**config.mk**
```make
export PLATFORM = sky130hd
export DESIGN_NAME = seq_divider
export DESIGN_NICKNAME = d
export VERILOG_FILES = /design/src/rtl/seq_divider.sv
export SDC_FILE = /design/constraint.sdc
export NUM_CORES = 1
export LEC_CHECK = 0
export ABC_AREA = 1
export CAP_MARGIN = 20
export CORE_MARGIN = 5
export CORE_UTILIZATION = 30
export DETAILED_ROUTE_END_ITERATION = 12
export PLACE_DENSITY = 0.5
export SLEW_MARGIN = 20
export SYNTH_ARGS = -nofsm -noshare
export SYNTH_HDL_FRONTEND = slang
export SYNTH_SLANG_ARGS = --single-unit
```
**constraint.sdc**
```tcl
create_clock -name clk -period 2 [get_ports clk]
set_clock_uncertainty 0.1 [all_clocks]
set_input_delay 0.3 -clock clk [delete_from_list [all_inputs] [get_ports clk]]
set_output_delay 0.3 -clock clk [all_outputs]
set_load 0.05 [all_outputs]
```
**src/rtl/seq_divider.sv**
```systemverilog
// -----------------------------------------------------------------------------
// seq_divider -- multi-cycle restoring divider, one quotient bit per clock.
//
// A start seen in IDLE captures the operands. A zero divisor finishes on the
// next cycle with quotient = all ones and remainder = dividend. Otherwise the
// block runs N restoring steps and then shows the result for one DONE cycle.
//
// Parameters:
//   N            operand / quotient / remainder width in bits (N >= 2)
// Ports:
//   clk          clock; all state updates on its rising edge
//   rst          synchronous, active-high reset
//   start        division request, sampled only in IDLE
//   dividend     dividend operand, captured on an accepted start
//   divisor      divisor operand, captured on an accepted start
//   busy         high in RUN and DONE; start is ignored while high
//   done         one-cycle pulse marking valid results
//   quotient     result quotient, held until the next accepted start
//   remainder    result remainder, held until the next accepted start
//   div_by_zero  set with done when the captured divisor was zero
//
// Optional feature, selected by a compile-time macro:
//   SEQ_DIVIDER_SIGNED_EN  two's-complement operands. The core divides the
//                          magnitudes. The quotient truncates toward zero, and
//                          the remainder takes the dividend's sign.
// -----------------------------------------------------------------------------
module seq_divider #(
   parameter int N = 8
) (
   input  logic         clk,
   input  logic         rst,
   input  logic         start,
   input  logic [N-1:0] dividend,
   input  logic [N-1:0] divisor,
   output logic         busy,
   output logic         done,
   output logic [N-1:0] quotient,
   output logic [N-1:0] remainder,
   output logic         div_by_zero
);

   typedef enum logic [1:0] {IDLE, RUN, DONE} state_t;

   localparam int           CW  = $clog2(N);
   localparam logic [N-1:0] ONE = {{(N-1){1'b0}}, 1'b1};

   state_t        state, state_nxt;
   logic [CW-1:0] cnt;
   logic [N:0]    prem;      // partial remainder, one bit wider than divisor
   logic [N-1:0]  dreg;      // dividend bits shift out of the top, quotient bits shift in at the bottom
   logic [N-1:0]  dvsr;

   logic          zero_div;
   logic          last_step;
   logic [N:0]    prem_sh;
   logic [N+1:0]  diff;
   logic          qbit;
   logic [N-1:0]  q_raw, r_raw;
   logic [N-1:0]  op_a, op_b;
   logic [N-1:0]  q_fin, r_fin;

   assign zero_div  = (divisor == '0);
   assign last_step = (cnt == CW'(N - 1));

   // One restoring step: shift, then trial-subtract. The extra top bit of
   // diff is the borrow, so a clear borrow means the difference is kept.
   assign prem_sh = {prem[N-1:0], dreg[N-1]};
   assign diff    = {1'b0, prem_sh} - {2'b00, dvsr};
   assign qbit    = ~diff[N+1];
   assign q_raw   = {dreg[N-2:0], qbit};
   assign r_raw   = qbit ? diff[N-1:0] : prem_sh[N-1:0];

`ifdef SEQ_DIVIDER_SIGNED_EN
   logic neg_q, neg_r;

   // Magnitudes of the operands. The most negative value maps to 2^(N-1).
   // That still fits in N unsigned bits.
   assign op_a  = dividend[N-1] ? (~dividend + ONE) : dividend;
   assign op_b  = divisor[N-1]  ? (~divisor  + ONE) : divisor;
   assign q_fin = neg_q ? (~q_raw + ONE) : q_raw;
   assign r_fin = neg_r ? (~r_raw + ONE) : r_raw;

   always_ff @(posedge clk) begin
      if (rst) begin
         neg_q <= 1'b0;
         neg_r <= 1'b0;
      end else if (state == IDLE && start && !zero_div) begin
         neg_q <= dividend[N-1] ^ divisor[N-1];
         neg_r <= dividend[N-1];
      end
   end
`else
   assign op_a  = dividend;
   assign op_b  = divisor;
   assign q_fin = q_raw;
   assign r_fin = r_raw;
`endif

   // State register
   always_ff @(posedge clk) begin
      if (rst) state <= IDLE;
      else     state <= state_nxt;
   end

   // Next state and status outputs
   always_comb begin
      state_nxt = state;
      busy      = 1'b0;
      done      = 1'b0;
      case (state)
         IDLE: begin
            if (start) state_nxt = zero_div ? DONE : RUN;
         end
         RUN: begin
            busy = 1'b1;
            if (last_step) state_nxt = DONE;
         end
         DONE: begin
            busy      = 1'b1;
            done      = 1'b1;
            state_nxt = IDLE;
         end
         default: state_nxt = IDLE;
      endcase
   end

   // Datapath
   always_ff @(posedge clk) begin
      if (rst) begin
         cnt         <= '0;
         prem        <= '0;
         dreg        <= '0;
         dvsr        <= '0;
         quotient    <= '0;
         remainder   <= '0;
         div_by_zero <= 1'b0;
      end else begin
         case (state)
            IDLE: begin
               if (start) begin
                  if (zero_div) begin
                     quotient    <= '1;
                     remainder   <= dividend;
                     div_by_zero <= 1'b1;
                  end else begin
                     cnt         <= '0;
                     prem        <= '0;
                     dreg        <= op_a;
                     dvsr        <= op_b;
                     div_by_zero <= 1'b0;
                  end
               end
            end
            RUN: begin
               cnt  <= cnt + CW'(1);
               prem <= qbit ? diff[N:0] : prem_sh;
               dreg <= q_raw;
               if (last_step) begin
                  quotient  <= q_fin;
                  remainder <= r_fin;
               end
            end
            default: ;
         endcase
      end
   end

endmodule

```
Word level (Yosys, flattened, before mapping)
Cells that the tools add are included.
{"block": "op_classes", "n_bitwise": 2, "mux": 26, "n_eq_ne": 7, "add_sub_neg": 2, "n_reduce_logical": 9}
{"operator": "8-bit two-way mux", "n": 12}
{"operator": "8-bit case mux with 2 select lines", "n": 4}
{"operator": "9-bit by 8-bit subtractor with 10-bit output", "n": 1}
{"operator": "8-bit zero test", "n": 1}
{"operator": "2-bit inequality test (second input constant)", "n": 4}
{"operator": "2-bit two-way mux", "n": 3}
{"operator": "3-bit two-way mux", "n": 2}
{"operator": "3-bit case mux with 2 select lines", "n": 1}
{"operator": "3-bit AND reduction", "n": 2}
{"operator": "2-bit case mux with 2 select lines", "n": 1}
{"operator": "2-bit AND reduction", "n": 2}
{"operator": "4-bit AND reduction", "n": 1}
{"operator": "3-bit by 1-bit adder with 3-bit output (second input constant)", "n": 1}
{"operator": "3-bit == test (second input constant)", "n": 1}
{"operator": "1-bit two-way mux", "n": 3}
{"operator": "2-bit by 1-bit == test with 1-bit output (second input constant)", "n": 1}
{"operator": "2-bit == test (second input constant)", "n": 1}
{"operator": "2-bit zero test", "n": 1}
{"operator": "1-bit NOT", "n": 2}
{"operator": "2-bit nonzero test", "n": 1}
{"operator": "2-bit OR reduction", "n": 1}
{"block": "totals", "wordCells": 54, "out_inout_bits": 19, "input_bits": 19, "ff_bits": 46}

Logic depth before layout (Yosys ltp)
Gate-level depths: netlist of run 1.
{"block": "depth", "ltp_word": 4, "depth_mapped": 14, "ltp_nobuf": 13}

Worst setup path after synthesis of run 1
No wires, ideal clock.
{"block": "synth_path", "path_type": "flip-flop to flip-flop", "startpoint": "register dvsr[2]", "endpoint": "register prem[6]", "required_ps": 1791, "setup_ps": 109, "stages_incl_launch_ff": 12, "n_path_buf": 0, "slack_ps": 246, "t_arrival_ps": 1545, "path_cell_list": "dfxtp_1 > inv_1 > ha_1 > or2_1 > nand3_1 > nand2_1 > nand2_2 > nand2_2 > nand3_1 > nand3_1 > nand2_1 > inv_1"}
{"block": "synth_via", "elab_chain_cells": 3}
{"item": "start: declaration", "line": "51", "rtl": "logic [N-1:0] dvsr;"}
{"item": "start signal: assignment", "line": "149", "rtl": "dvsr <= op_b;"}
{"item": "9-bit by 8-bit subtractor with 10-bit output", "line": "68", "rtl": "assign diff = {1'b0, prem_sh} - {2'b00, dvsr};"}
{"item": "8-bit two-way mux", "line": "156", "rtl": "prem <= qbit ? diff[N:0] : prem_sh;"}
{"item": "8-bit case mux with 2 select lines", "line": "138", "rtl": "case (state)"}
{"item": "end signal: assignment", "line": "156"}
{"item": "end: declaration", "line": "49", "rtl": "logic [N:0] prem;"}
No other way between the ends.
A chain may end at the register's enable or synchronous reset.

Final worst setup path of run 1
{"block": "layout_path", "startpoint": "register remainder[2]", "endpoint": "output remainder[2]"}
{"item": "start: declaration", "line": "38", "rtl": "output logic [N-1:0] remainder,"}
{"item": "start signal: assignment", "line": "143", "rtl": "remainder <= dividend;"}
{"item": "start signal: assignment", "line": "160", "rtl": "remainder <= r_fin;"}
No word-level cell between the ends.

==> results of run 1 <==
[sequential cells by signal, indices dropped and copies added (netlist names)]
| signal | count |
|---|---|
| cnt | 3 |
| div_by_zero | 1 |
| dreg | 8 |
| dvsr | 8 |
| prem | 8 |
| quotient | 8 |
| remainder | 8 |
| state | 2 |
[per-layer routing]
layer / vias up / wire length (µm) / GRT usage
met5: - / 0 / 0
met4: 0 / 93 / 0.0424
met3: 7 / 260 / 0.0273
met2: 43 / 2670 / 0.198
met1: 1036 / 3010 / 0.168
li1: 1265 / - / -
[cells by family after synthesis]
family | Yosys count | share of synthesized area
buffers and inverters | 79 | 0.133
AND/OR/NAND/NOR | 158 | 0.285
adder cells (fa/ha/maj) | 14 | 0.0716
XOR/XNOR | 3 | 0.0103
flip-flops | 46 | 0.361
AO/OA/AOI/OAI | 68 | 0.139
[how the worst max path moves through the flow]
| stage | start | to | slack (ns) | cells after the start |
|---|---|---|---|---|
| 5_1_grt | dvsr[1] | prem[1] | -0.01 | 12 |
| 2_1_floorplan | dvsr[2] | prem[6] | 0.25 | 11 |
| 3_5_place_dp | divisor[5] | prem[6] | -0.06 | 11 |
| 4_1_cts | remainder[2] | remainder[2] | 0.05 | 1 |
| 3_3_place_gp | divisor[6] | cnt[0] | -0.01 | 10 |
| 6_report | remainder[2] | remainder[2] | 0.07 | 1 |
[power by group]
group          switching (mW)  internal [mW]
logic                   0.811          0.520
clock network           0.347          0.381
registers              0.0852           1.04
[stage by stage]
step | util | std cells | area, µm² | hold slack, ns
6_report | 0.389 | 516 | 3210 | 0.359
2_1_floorplan | - | 368 | 2550 | 0.333
5_1_grt | 0.389 | 516 | 3210 | 0.401
3_5_place_dp | 0.374 | 508 | 3090 | 0.343
4_1_cts | 0.388 | 516 | 3200 | 0.365
3_3_place_gp | 0.374 | 508 | 3090 | 0.346
[layout make-up]
class                      instances  area, µm²  share of cell area
multi-input combinational        243       1290               0.403
timing repair buffer              49        493               0.154
clock inverter                     3       48.8              0.0152
tap                              105        131              0.0409
inverter                          65        254              0.0791
sequential                        46        922               0.287
clock buffer                       5       68.8              0.0214
[placed cells by master, fill, tap and decap left out, drive strengths merged]
cell           Yosys  final
xnor2              3      3
bufinv             0      1
nand3             28     28
nor3               9      9
nor2              49     49
nand4              9      9
dfxtp             46     46
clkdlybuf4s50      0     35
clkbuf             5      5
inv               65     66
or2                3      3
fa                 1      1
buf                9     14
nand2             58     58
a31oi              1      1
nand3b             2      2
a211oi             1      1
a21oi             29     29
ha                13     13
o21ai             37     37
clkinvlp           0      1
==> impl_results.rst, run 1 <==
.. list-table::
   :header-rows: 1

   * - Metric
     - Value
   * - Fin. Hold Viols
     - 0
   * - # IOs
     - 38
   * - Wire length of the first global-routing pass
     - approximately 10000 µm
   * - Post-CTS Hold Fix Bufs
     - 0
   * - Kind of capture point of the worst setup path
     - primary output
   * - Count of endpoints failing setup in the final report
     - 0
   * - Post-Place Setup Slack
     - -0.0625 ns
   * - EDFF count, synth
     - 0
   * - CTS Root Buffer Type
     - sky130_fd_sc_hd__clkbuf_8
   * - Total leakage power
     - 1.54 nW
   * - Die Area
     - 0.0104 mm²
   * - Core area
     - ~0.0083 mm²
   * - Largest voltage drop on the vdd net
     - 0.417 mV
   * - Cell-by-cell listing of the critical path
     - clkdlybuf4s50_1
   * - Required time at the endpoint of the critical path
     - between 1.5 and 2 ns
   * - Maximum fanout along the worst path
     - 2
   * - Number of buffer cells added on primary ports
     - 37
   * - Via count of the first global-routing pass
     - 2295
   * - Synth top area cells
     - sky130_fd_sc_hd__dfxtp_1, sky130_fd_sc_hd__inv_1, sky130_fd_sc_hd__nand2_1, sky130_fd_sc_hd__ha_1, sky130_fd_sc_hd__nor2_1
   * - Count of buffering cells on the critical path with inverters included
     - 1
   * - Gate Count Post-Synth
     - 368
   * - Final min period
     - 1.93 ns
   * - Library cells used by synthesis
     - 30
   * - Cells resized by post-CTS repair
     - 0
   * - Final setup margin
     - roughly 0.075 ns
   * - Syn-to-layout area delta
     - 25.9%
   * - Dominant delay contributor by cell family on the critical path
     - buffers and inverters
   * - Drt pass-1 iters
     - 4
   * - HP Start
     - div_by_zero
   * - Width of the die
     - 102 µm
   * - Fraction of layout cells with a size suffix above 1
     - 0.102
   * - Number of warnings printed during yosys synthesis
     - 0
   * - Share of synthesized registers carrying an async set or reset
     - 0
   * - Final Cycle Share
     - 0.963
   * - Crit path launch type
     - flop
   * - Cell types with the highest counts after synthesis
     - sky130_fd_sc_hd__inv_1, sky130_fd_sc_hd__nand2_1, sky130_fd_sc_hd__dfxtp_1
   * - Prevailing post-synth register cell
     - sky130_fd_sc_hd__dfxtp_1
   * - Count of buffers added by post-CTS timing repair for setup
     - 0
   * - Detail-routed net length per standard cell
     - 11.7 µm
   * - Worst slew margin
     - 0.664
   * - Antenna violation net count after detailed routing
     - 0
   * - Clock Pin Slew Worst Setup and Hold Paths
     - roughly 0.10 ns
   * - Timing-limited maximum frequency
     - 519 MHz
   * - Remaining global-route overflow
     - 0
   * - Worst r2r src
     - prem[1]
   * - Clock latency on the worst-skew pair
     - between 0.3 and 0.4 ns
   * - Hold path cells
     - 2
   * - Number of filler cells placed in the layout
     - 910
   * - Final wirelength
     - 6040 µm
   * - Worst EP arrival
     - 1.53 ns
   * - Post-Syn Area
     - 0.00255 mm²
   * - Slew Viols, Final
     - 0
   * - Path depth of the worst reg2reg path
     - 10
   * - Start-to-end type of the worst setup path
     - flop to primary output
   * - Starting Density
     - 0.309
   * - Total inserted antenna cells
     - 0
   * - Most numerous cell in the Yosys netlist
     - sky130_fd_sc_hd__inv_1
   * - End of the worst hold path
     - div_by_zero
   * - H-tree depth reported by CTS
     - 2
   * - Proportion of synthesized chip area in sequential cells
     - 0.361
   * - Via density
     - 4.56
   * - Antenna violations before repair
     - 0
   * - End of the worst register-to-register path
     - remainder[0]
   * - Weighted congestion at the end of routability-driven global placement
     - 0.770
   * - Slack of the worst reg-to-reg path
     - around 0.14 ns
   * - Power density over cell area
     - just under 1000 mW/mm²
   * - Post-route DRC violation count
     - 0
   * - Run status
     - finished, final reports clean
   * - Flop and latch count out of synthesis
     - 46
   * - DRC violation total after the first TritonRoute iteration
     - 158
   * - Vertical die dimension
     - approximately 100 µm
   * - Clock tree from TritonCTS
     - built
   * - Synthesized net count
     - 401
   * - Worst-case clock buffer depth
     - 2
   * - Area share of the largest cell type after synthesis
     - 0.361
   * - Nets
     - approximately 440
   * - Final TNS setup
     - 0 ns
   * - Actual slew at the worst max-slew pin
     - between 0.5 and 0.6 ns
   * - Overall Power
     - 3.19 mW
   * - Peak per-stage delay on the critical path
     - 0.83 ns
   * - Site Rows
     - 33
   * - Detailed-placement wirelength estimate
     - 4530 µm
   * - Number of maximum-capacitance violations
     - 0
   * - Top cell type by total area after synthesis
     - sky130_fd_sc_hd__dfxtp_1
   * - Number of sinks handled by clock tree synthesis
     - 46
   * - Path category of the worst min-delay check
     - flop to flop
   * - GR Util All Layers
     - 0.125
   * - Pin count of the biggest net entering global routing
     - 36
   * - Vias after detailed routing
     - 2351
   * - Worst path slowest cell
     - sky130_fd_sc_hd__clkdlybuf4s50_1
   * - Syn_area_per_cell
     - 6.93 µm²
   * - Number of buffers inserted during clock tree synthesis
     - 5
(Power assumes the default switching activity.)
==> run 2: changes to the inputs <==
--- a/config.mk
+++ b/config.mk
@@ -9,6 +9,8 @@
 export CAP_MARGIN = 20
 export CORE_MARGIN = 5
 export CORE_UTILIZATION = 30
+export CTS_CLUSTER_DIAMETER = 30
+export CTS_CLUSTER_SIZE = 28
 export DETAILED_ROUTE_END_ITERATION = 12
 export PLACE_DENSITY = 0.5
 export SLEW_MARGIN = 20
==> results of run 2 <==
Same layout as run 1: the final DEF is identical, and so are final timing and power.
